$ cat src/rtl/mem_arbiter.sv
// -----------------------------------------------------------------------------
// mem_arbiter
//
// Shares a single memory bus between the front-end instruction fetch and the
// execute-stage data load/store port.
//
// Arbitration: data accesses normally win. While a fetch is waiting, every
// data grant bumps a saturating streak counter. Once the streak reaches
// MAX_DM_STREAK, the fetch wins the next contested slot. This guarantees that
// fetch makes progress under continuous data traffic.
//
// Flush: a PC redirect (if_flush) cannot abort a fetch that is already on the
// bus. That fetch runs to completion, but its result is dropped and no if_rdy
// pulse is produced.
//
// Optional build macro: MEM_ARB_PERF_EN
//   When defined, adds two 16-bit wrapping performance counters:
//     perf_if_stall - cycles in which a live fetch request waits
//     perf_dm_grant - number of data grants
//
// Ports
//   clk        in   1   clock
//   a_rst      in   1   synchronous active-high reset
//   if_req     in   1   fetch request, held with if_addr until if_rdy/if_flush
//   if_addr    in  16   fetch address
//   if_flush   in   1   PC redirect, cancels the current or pending fetch
//   if_rdata   out 32   fetched word, valid with if_rdy
//   if_rdy     out  1   one-cycle fetch completion pulse
//   dm_req     in   1   data request, held with its controls until dm_rdy
//   dm_we      in   1   1 = write, 0 = read
//   dm_addr    in  16   data address
//   dm_wdata   in   8   write byte
//   dm_rdata   out  8   read byte, valid with dm_rdy
//   dm_rdy     out  1   one-cycle data completion pulse
//   mem_req    out  1   bus request, held until mem_ack
//   mem_we     out  1   bus write enable
//   mem_addr   out 16   bus address
//   mem_wdata  out  8   bus write byte
//   mem_rdata  in  32   bus read word
//   mem_ack    in   1   bus completion, only meaningful while mem_req = 1
//   perf_if_stall out 16  (MEM_ARB_PERF_EN only) fetch stall cycle count
//   perf_dm_grant out 16  (MEM_ARB_PERF_EN only) data grant count
// -----------------------------------------------------------------------------
module mem_arbiter #(
  parameter int MAX_DM_STREAK = 4  // legal range 1..255
) (
  input  logic        clk,
  input  logic        a_rst,
  // instruction fetch port
  input  logic        if_req,
  input  logic [15:0] if_addr,
  input  logic        if_flush,
  output logic [31:0] if_rdata,
  output logic        if_rdy,
  // data port
  input  logic        dm_req,
  input  logic        dm_we,
  input  logic [15:0] dm_addr,
  input  logic [7:0]  dm_wdata,
  output logic [7:0]  dm_rdata,
  output logic        dm_rdy,
  // memory bus
  output logic        mem_req,
  output logic        mem_we,
  output logic [15:0] mem_addr,
  output logic [7:0]  mem_wdata,
  input  logic [31:0] mem_rdata,
  input  logic        mem_ack
`ifdef MEM_ARB_PERF_EN
  ,
  output logic [15:0] perf_if_stall,
  output logic [15:0] perf_dm_grant
`endif
);

  typedef enum logic [1:0] {
    IDLE    = 2'd0,
    BUSY_IF = 2'd1,
    BUSY_DM = 2'd2
  } state_t;

  localparam logic [7:0] MAX_STREAK = 8'(MAX_DM_STREAK);

  state_t      state_reg, state_next;

  logic        mem_req_reg,   mem_req_next;
  logic        mem_we_reg,    mem_we_next;
  logic [15:0] mem_addr_reg,  mem_addr_next;
  logic [7:0]  mem_wdata_reg, mem_wdata_next;

  logic        if_rdy_reg,    if_rdy_next;
  logic [31:0] if_rdata_reg,  if_rdata_next;
  logic        dm_rdy_reg,    dm_rdy_next;
  logic [7:0]  dm_rdata_reg,  dm_rdata_next;

  logic [7:0]  streak_reg,    streak_next;
  logic        discard_reg,   discard_next;

`ifdef MEM_ARB_PERF_EN
  logic [15:0] perf_if_stall_reg, perf_if_stall_next;
  logic [15:0] perf_dm_grant_reg, perf_dm_grant_next;
`endif

  // Arbitration helpers, all driven from the next-state process.
  logic        if_elig;
  logic        dm_elig;
  logic        grant_if;
  logic        grant_dm;
  logic        bus_ack;
  logic        streak_full;

  // ---------------------------------------------------------------------------
  // State register: FSM state plus every registered output and counter.
  // ---------------------------------------------------------------------------
  always_ff @(posedge clk) begin
    if (a_rst) begin
      state_reg     <= IDLE;
      mem_req_reg   <= 1'b0;
      mem_we_reg    <= 1'b0;
      mem_addr_reg  <= '0;
      mem_wdata_reg <= '0;
      if_rdy_reg    <= 1'b0;
      if_rdata_reg  <= '0;
      dm_rdy_reg    <= 1'b0;
      dm_rdata_reg  <= '0;
      streak_reg    <= '0;
      discard_reg   <= 1'b0;
`ifdef MEM_ARB_PERF_EN
      perf_if_stall_reg <= '0;
      perf_dm_grant_reg <= '0;
`endif
    end else begin
      state_reg     <= state_next;
      mem_req_reg   <= mem_req_next;
      mem_we_reg    <= mem_we_next;
      mem_addr_reg  <= mem_addr_next;
      mem_wdata_reg <= mem_wdata_next;
      if_rdy_reg    <= if_rdy_next;
      if_rdata_reg  <= if_rdata_next;
      dm_rdy_reg    <= dm_rdy_next;
      dm_rdata_reg  <= dm_rdata_next;
      streak_reg    <= streak_next;
      discard_reg   <= discard_next;
`ifdef MEM_ARB_PERF_EN
      perf_if_stall_reg <= perf_if_stall_next;
      perf_dm_grant_reg <= perf_dm_grant_next;
`endif
    end
  end

  // ---------------------------------------------------------------------------
  // Next-state and datapath logic
  // ---------------------------------------------------------------------------
  always_comb begin
    state_next     = state_reg;
    mem_req_next   = mem_req_reg;
    mem_we_next    = mem_we_reg;
    mem_addr_next  = mem_addr_reg;
    mem_wdata_next = mem_wdata_reg;
    if_rdy_next    = 1'b0;
    if_rdata_next  = if_rdata_reg;
    dm_rdy_next    = 1'b0;
    dm_rdata_next  = dm_rdata_reg;
    streak_next    = streak_reg;
    discard_next   = discard_reg;

    // A requester whose rdy is high is still presenting the transaction that
    // just finished. Its request is ignored for this cycle so the same
    // access is not issued twice.
    if_elig     = if_req & ~if_flush & ~if_rdy_reg;
    dm_elig     = dm_req & ~dm_rdy_reg;
    streak_full = (streak_reg >= MAX_STREAK);
    grant_if    = 1'b0;
    grant_dm    = 1'b0;
    // Ack is meaningful only against an outstanding request.
    bus_ack     = mem_ack & mem_req_reg;

    case (state_reg)
      IDLE: begin
        grant_if = if_elig & (~dm_elig | streak_full);
        grant_dm = dm_elig & ~grant_if;

        if (grant_if) begin
          state_next     = BUSY_IF;
          mem_req_next   = 1'b1;
          mem_addr_next  = if_addr;
          mem_we_next    = 1'b0;
          mem_wdata_next = '0;
          streak_next    = '0;
        end else if (grant_dm) begin
          state_next     = BUSY_DM;
          mem_req_next   = 1'b1;
          mem_addr_next  = dm_addr;
          mem_we_next    = dm_we;
          mem_wdata_next = dm_wdata;
          // Count only the data grants that actually made a fetch wait.
          if (if_req) begin
            streak_next = streak_full ? streak_reg : streak_reg + 8'd1;
          end else begin
            streak_next = '0;
          end
        end else if (!if_req) begin
          streak_next = '0;
        end
      end

      BUSY_IF: begin
        if (if_flush) begin
          discard_next = 1'b1;
        end
        if (bus_ack) begin
          state_next   = IDLE;
          mem_req_next = 1'b0;
          // A flush in the ack cycle counts as well as an earlier one.
          if (discard_reg || if_flush) begin
            discard_next = 1'b0;
          end else begin
            if_rdy_next   = 1'b1;
            if_rdata_next = mem_rdata;
          end
        end
      end

      BUSY_DM: begin
        if (bus_ack) begin
          state_next   = IDLE;
          mem_req_next = 1'b0;
          dm_rdy_next  = 1'b1;
          // Writes leave the last read byte visible.
          if (!mem_we_reg) begin
            dm_rdata_next = mem_rdata[7:0];
          end
        end
      end

      default: begin
        state_next   = IDLE;
        mem_req_next = 1'b0;
      end
    endcase

`ifdef MEM_ARB_PERF_EN
    perf_if_stall_next = perf_if_stall_reg;
    perf_dm_grant_next = perf_dm_grant_reg;
    // A live fetch request waits if it is neither on the bus nor granted now.
    if (if_req && !if_flush && (state_reg != BUSY_IF) && !grant_if) begin
      perf_if_stall_next = perf_if_stall_reg + 16'd1;
    end
    if (grant_dm) begin
      perf_dm_grant_next = perf_dm_grant_reg + 16'd1;
    end
`endif
  end

  // ---------------------------------------------------------------------------
  // Outputs: all ports come straight from registers.
  // ---------------------------------------------------------------------------
  always_comb begin
    mem_req   = mem_req_reg;
    mem_we    = mem_we_reg;
    mem_addr  = mem_addr_reg;
    mem_wdata = mem_wdata_reg;
    if_rdy    = if_rdy_reg;
    if_rdata  = if_rdata_reg;
    dm_rdy    = dm_rdy_reg;
    dm_rdata  = dm_rdata_reg;
`ifdef MEM_ARB_PERF_EN
    perf_if_stall = perf_if_stall_reg;
    perf_dm_grant = perf_dm_grant_reg;
`endif
  end

endmodule
$ cat config.mk
export PLATFORM = sky130hd
export DESIGN_NAME = mem_arbiter
export DESIGN_NICKNAME = d
export VERILOG_FILES = /design/src/rtl/mem_arbiter.sv
export SDC_FILE = /design/constraint.sdc
export NUM_CORES = 1
export LEC_CHECK = 0
export CAP_MARGIN = 20
export CORE_ASPECT_RATIO = 1.75
export CORE_MARGIN = 1.5
export CORE_UTILIZATION = 67
export CTS_CLUSTER_SIZE = 25
export DETAILED_ROUTE_END_ITERATION = 12
export DONT_BUFFER_PORTS = 1
export GPL_ROUTABILITY_DRIVEN = 0
export PLACE_DENSITY = 0.87
export SYNTH_ARGS = -nofsm -noshare
export SYNTH_HDL_FRONTEND = slang
export SYNTH_SLANG_ARGS = --single-unit
$ cat constraint.sdc
create_clock -name clk -period 4.1 [get_ports clk]
set_input_delay 0.41 -clock clk [delete_from_list [all_inputs] [get_ports clk]]
set_output_delay 0.41 -clock clk [all_outputs]
set_load 0.01 [all_outputs]
==> results of run 1 <==
[metal layers]
metal | vias up | part of all wire (%) | wire length [µm] | GRT usage [%]
met5 | - | 0 | 0 | 0
met4 | 0 | 3.1 | 223 | 15.2
met3 | 23 | 8.0 | 575 | 9.86
met2 | 145 | 52 | 3750 | 46.6
met1 | 1230 | 37 | 2680 | 26.9
li1 | 1309 | - | - | -
[layout make-up]
| cell class | count | area share, % |
|---|---|---|
| clock inverter | 2 | 1.10 |
| clock buffer | 13 | 5.26 |
| tap | 52 | 1.91 |
| timing repair buffer | 3 | 0.589 |
| multi-input combinational | 277 | 43.9 |
| sequential | 79 | 46.5 |
| inverter | 6 | 0.662 |
[per-stage QoR]
stage          total power [mW]  cells  worst slack, ns  util (%)
2_1_floorplan              1.02    387             2.42         -
3_3_place_gp               1.03    416             1.92      68.1
3_5_place_dp               1.04    416             1.81      68.1
4_1_cts                    1.64    431             1.78      72.8
5_1_grt                    1.69    432             1.79      72.9
6_report                   1.63    432             1.94      72.9
[synthesized netlist by cell type, drive strengths merged, types with 4 or more instances]
cell type | number | area share [%]
inv | 6 | 0.70
dfxtp | 79 | 49
clkbuf | 21 | 2.6
buf | 4 | 1.3
nor4 | 17 | 5.1
a21oi | 56 | 8.7
nand2 | 93 | 11
a31oi | 5 | 0.97
nand3 | 12 | 1.9
nor3 | 33 | 5.3
nor2 | 25 | 2.9
ha | 5 | 1.9
o21ai | 6 | 1.4
[worst paths after layout]
path	to	slack, ns	cells past startpoint
max	if_rdata[10]	1.94	4
min	mem_addr[8]	0.13	1
max reg2reg	if_rdata[10]	1.94	4
min reg2reg	mem_wdata[2]	0.49	2
[cells by family (layout without fill, tap and decap cells)]
| group | after synthesis | after routing |
|---|---|---|
| simple gates | 197 | 197 |
| flops | 79 | 79 |
| compound gates | 75 | 75 |
| fa+ha+maj | 5 | 5 |
| buf+inv | 31 | 24 |
[power groups by stage]
stage               Combinational (mW)  Sequential, mW  Clock (mW)
floorplan                        0.159           0.864           0
global placement                 0.162           0.872           0
detailed placement               0.169           0.874           0
CTS                              0.169           0.856       0.615
global route                     0.190           0.860       0.645
finish                           0.171           0.856       0.606
==> results.md, run 1 <==
- CP startpoint: mem_req
- Synthesized-area fraction occupied by adder cells: 1.95%
- Vias in the first global route: 2482
- Post-synthesis sequential area ratio: 49.2%
- Critical Path, Cell by Cell: nand2_1 -> or4b_1 -> nand2_1 -> a21oi_1
- Routed vias: 2707
- Delay-heaviest family, CP: simple AND/OR/NAND/NOR gates
- Power share of the combinational group: 10.5%
- Critical path capture point type: flop
- Pwr dens: 480 nW/µm²
- P_sw: 418 µW
- Final Cell Area: 3400 µm²
- Critical Path Most Common Cell: nand2_1
- Share of cells above drive strength 1: 10.0%
- Post-synthesis simple-gate area fraction: 30.9%
- Row count: 33
- Post-synthesis mux area share: 0%
- Crit Path Class: flop to flop
- Worst relative slew slack: 30.4%
- FFs w/ async S/R, synth: 0%
- Root Driver: clkbuf_8
- CTS Buf Count: 9
- Commonest cells after routing, fill and taps aside: nand2_1 (92), dfxtp_1 (79), a21oi_1 (56), nor3_1 (32), nor2_1 (25)
- EDFF count, synth: 0
- Area Overhead vs Synth: 5.76%
- Post-CTS Setup Inserts: 0
- Yosys reg bits: 79
- CORE AREA: 4670 µm²
- Post-Syn Instances: 387
- RSZ-0062 raised after global routing: no
- Status: finished, final reports clean
- Pin count of the biggest net entering global routing: 74
- CTS Hold Bufs: 0
- Number of vias per cell: 6.27
- IO Count: 147
- Synth Area in Compound Gates: 13.4%
- # setup viols final: 0
- Worst path required time: 4.33 ns
- Mapped Area: 3210 µm²
- Initial Util: 68.9%
- VDD IR max: 431 µV
- HPWL after DPL: 5.02 mm
- Final Skew: 0.00778 ns
- Syn nets: 471
- Drt first pass iters: 4
- Area of the die: 5240 µm²
- Max Fanout on Critical Path: 33
- Clock power frac: 37.1%
- Yosys cell types: 42
- Buffers on Ports: 0
- Syn. warnings: 0
- Initial antenna violation count: 0
- Worst Hold Class: input port to flop
- Post_cts resized: 0
- Top_reg_cell synth: dfxtp_1
- Switching Share: 25.6%
- Die Span X: 55.4 µm
- Max Slew Vio Count: 0
- Fill count: 360
- Total grt overflow: 0
- Max FFs per register: 32
- Commonest non-fill, non-tap cell in the layout: nand2_1
- Total track usage: 26.6%
- Hold_sp: a_rst
- Total wire length: 7.23 mm
- H-Tree Depth: 3
- Multi-input combinational cell area: 1490 µm²
- DR iter-0 viols: 108
- Period utilisation layout: 52.8%
- WHS: 0.133 ns
- Total clock sinks: 79
- Die H: 94.6 µm
- Final Hold Viols: 0
- Post-DRT Antenna Nets: 0
- Clock Pin Slew Worst Setup and Hold Paths: 0.08 ns
- Antenna cells: 0
- Clock buffer depth: 2
- Slowest stage delay, CP: 0.99 ns
- CTS tree: built
- Worst Setup Start Kind: flop
- Slew of the pin with the lowest slew margin: 1.04 ns
- Area occupied by registers: 1580 µm²
- Arr. time, crit path: 2.39 ns
- Synth Area per Inst: 8.31 µm²
- Clock latency on the worst-skew pair: 0.34 ns
- Final setup TNS: 0 ns
- Buffers and inverters on the worst path: 0
- Worst R2R Start: mem_req
- Minimum clock period: 2.16 ns
- First-pass GRT wire length: 11.0 mm
- Flop pwr share: 52.4%
- Post-layout net count: 460
- Largest family of logic cells by synthesized area: simple AND/OR/NAND/NOR gates
- Crit path max-delay cell type: or4b_1
- Power Internal: 1.22 mW
- Dpl cell area: 3180 µm²
- XOR/XNOR Fraction of Synth Area: 0%
- Routed WL per cell: 16.7 µm
- Max-Cap Viols: 0
- Leak: 1.13 nW
- DR DRC count: 0
- Max Clock Freq: 462 MHz
(Power assumes the default switching activity.)
==> run 2: changes to the inputs <==
--- a/config.mk
+++ b/config.mk
@@ -8,12 +8,12 @@
 export CAP_MARGIN = 20
 export CORE_ASPECT_RATIO = 1.75
 export CORE_MARGIN = 1.5
-export CORE_UTILIZATION = 67
+export CORE_UTILIZATION = 62
 export CTS_CLUSTER_SIZE = 25
 export DETAILED_ROUTE_END_ITERATION = 12
 export DONT_BUFFER_PORTS = 1
 export GPL_ROUTABILITY_DRIVEN = 0
-export PLACE_DENSITY = 0.87
+export PLACE_DENSITY = 0.82
 export SYNTH_ARGS = -nofsm -noshare
 export SYNTH_HDL_FRONTEND = slang
 export SYNTH_SLANG_ARGS = --single-unit
==> constraint.sdc (replaced) <==
create_clock -name clk -period 2.3 [get_ports clk]
set_input_delay 0.23 -clock clk [delete_from_list [all_inputs] [get_ports clk]]
set_output_delay 0.23 -clock clk [all_outputs]
set_load 0.01 [all_outputs]
==> run 2 against run 1 <==
Sequential power rose by 78%; total power increased by 84%; via count increased by 2.3%; critical path depth up 2.
==> results.md, run 2 (synthesis gave the netlist of run 1 again) <==
- Status: finished, final reports clean
- Power share of the combinational group: 12.0%
- Initial Util: 64.6%
- CTS tree: built
- Die H: 98.3 µm
- Row count: 34
- Share of cells above drive strength 1: 11.1%
- Slew of the pin with the lowest slew margin: 0.647 ns
- Leak: 1.22 nW
- Drt first pass iters: 5
- Arr. time, crit path: 2.04 ns
- Minimum clock period: 1.80 ns
- Clock buffer depth: 2
- P_sw: 788 µW
- H-Tree Depth: 3
- Buffers on Ports: 0
- # setup viols final: 0
- Max FFs per register: 32
- Critical Path, Cell by Cell: inv_1 -> ha_1 -> inv_1 -> o41ai_1 -> buf_4 -> nor2_1
- Pin count of the biggest net entering global routing: 73
- WHS: 0.00648 ns
- Root Driver: clkbuf_8
- Worst path required time: 2.54 ns
- Die Span X: 57.4 µm
- Commonest cells after routing, fill and taps aside: nand2_1 (92), dfxtp_1 (79), a21oi_1 (56), nor3_1 (32), nor2_1 (25)
- Max Slew Vio Count: 0
- Pre-CTS setup slack: 0.533 ns
- Worst relative slew slack: 56.3%
- HPWL after DPL: 5.29 mm
- Fill count: 372
- Dpl cell area: 3250 µm²
- Routed vias: 2769
- Clock Pin Slew Worst Setup and Hold Paths: 0.07 ns
- Power Internal: 2.22 mW
- DR DRC count: 0
- RSZ-0062 raised after global routing: no
- CORE AREA: 4980 µm²
- Slowest stage delay, CP: 0.46 ns
- Total clock sinks: 79
- Pwr dens: 841 nW/µm²
- Max-Cap Viols: 0
- Critical Path Most Common Cell: inv_1
- Clock latency on the worst-skew pair: 0.35 ns
- Post_cts resized: 0
- VDD IR max: 675 µV
- Max Clock Freq: 555 MHz
- Flop pwr share: 50.6%
- Max Fanout on Critical Path: 14
- Fin worst setup slack: 0.500 ns
- Antenna cells: 0
- Total grt overflow: 0
- Initial antenna violation count: 0
- Period utilisation layout: 78.3%
- Total wire length: 7.63 mm
- CTS Buf Count: 9
- Number of vias per cell: 6.17
- Commonest non-fill, non-tap cell in the layout: nand2_1
- Total track usage: 27.1%
- Final setup TNS: 0 ns
- Area Overhead vs Synth: 11.4%
- Crit Path Class: flop to flop
- IO Count: 147
- Post-DRT Antenna Nets: 0
- Final Skew: 0.00900 ns
- Final Hold Viols: 0
- Critical path capture point type: flop
- Hold Crit Depth: 1
- Design Power: 3.01 mW
- Reg2Reg Depth: 6
- Worst Setup Start Kind: flop
- Routed WL per cell: 17.0 µm
- DR iter-0 viols: 166
- Post-layout net count: 474
- First-pass GRT wire length: 12.0 mm
- Crit path max-delay cell type: ha_1
- Worst Hold Class: input port to flop
- Area of the die: 5640 µm²
- Switching Share: 26.2%
- Clock power frac: 37.4%
- Final Cell Area: 3580 µm²
- Vias in the first global route: 2697
run 2: changes by cell type in the layout (fill, tap and decap cells not counted), sizes merged:
cell         change
buf              +7
bufinv           +1
clkbuf           -3
clkinv           +2
dlygate4sd3      +8
run 2: what timing repair did:
action | in CTS | in global routing
setup endpoints to repair | 0 | 0
hold endpoints to repair | 72 | 3
hold buffers | 6 | 3
setup buffers | 0 | 0
run 2: critical path, delay by kind of cell (launching register included):
kind / cells / cell delay, ns
buffers and inverters: 3 / 0.46
DFF: 1 / 0.32
and+or+nand+nor: 1 / 0.05
AOI/OAI and AO/OA: 1 / 0.40
adders and majority gates: 1 / 0.46
run 2: power groups by stage:
stage / Sequential (mW) / Clock, mW / Combinational [mW]
after floorplan: 1.54 / 0 / 0.283
after global placement: 1.56 / 0 / 0.310
after detailed placement: 1.56 / 0 / 0.325
after CTS: 1.53 / 1.15 / 0.358
after global routing: 1.53 / 1.21 / 0.398
final: 1.52 / 1.13 / 0.360
run 2: cell type report:
| cell class | instances | area, µm² | share of cell area, % |
|---|---|---|---|
| multi-input cells | 277 | 1490 | 41.7 |
| clock buffers | 11 | 141 | 3.95 |
| inverters | 6 | 22.5 | 0.629 |
| flip-flops and latches | 79 | 1580 | 44.2 |
| repair buffers | 17 | 193 | 5.38 |
| well taps | 54 | 67.6 | 1.89 |
| clock inverters | 5 | 81.3 | 2.27 |
run 2: per-layer routing:
layer	track usage [%]	wire length [µm]	up-vias
met5	0	0	-
met4	16.6	235	0
met2	47.6	4110	130
met3	7.81	632	22
met1	27.0	2660	1276
li1	-	-	1341
run 2: through the flow:
step | instances | utilization (%)
after global routing | 449 | 71.9
after detailed placement | 424 | 65.3
final | 449 | 71.9
after global placement | 424 | 65.3
after floorplan | 387 | -
after CTS | 446 | 71.3
run 2: worst paths after layout:
check                             startpoint       endpoint  slack [ns]
worst max-delay path            state_reg[0]  streak_reg[5]        0.50
worst min-delay path                 mem_ack    discard_reg       0.006
worst max register to register  state_reg[0]  streak_reg[5]        0.50
worst min register to register  if_rdata[10]   if_rdata[10]        0.51
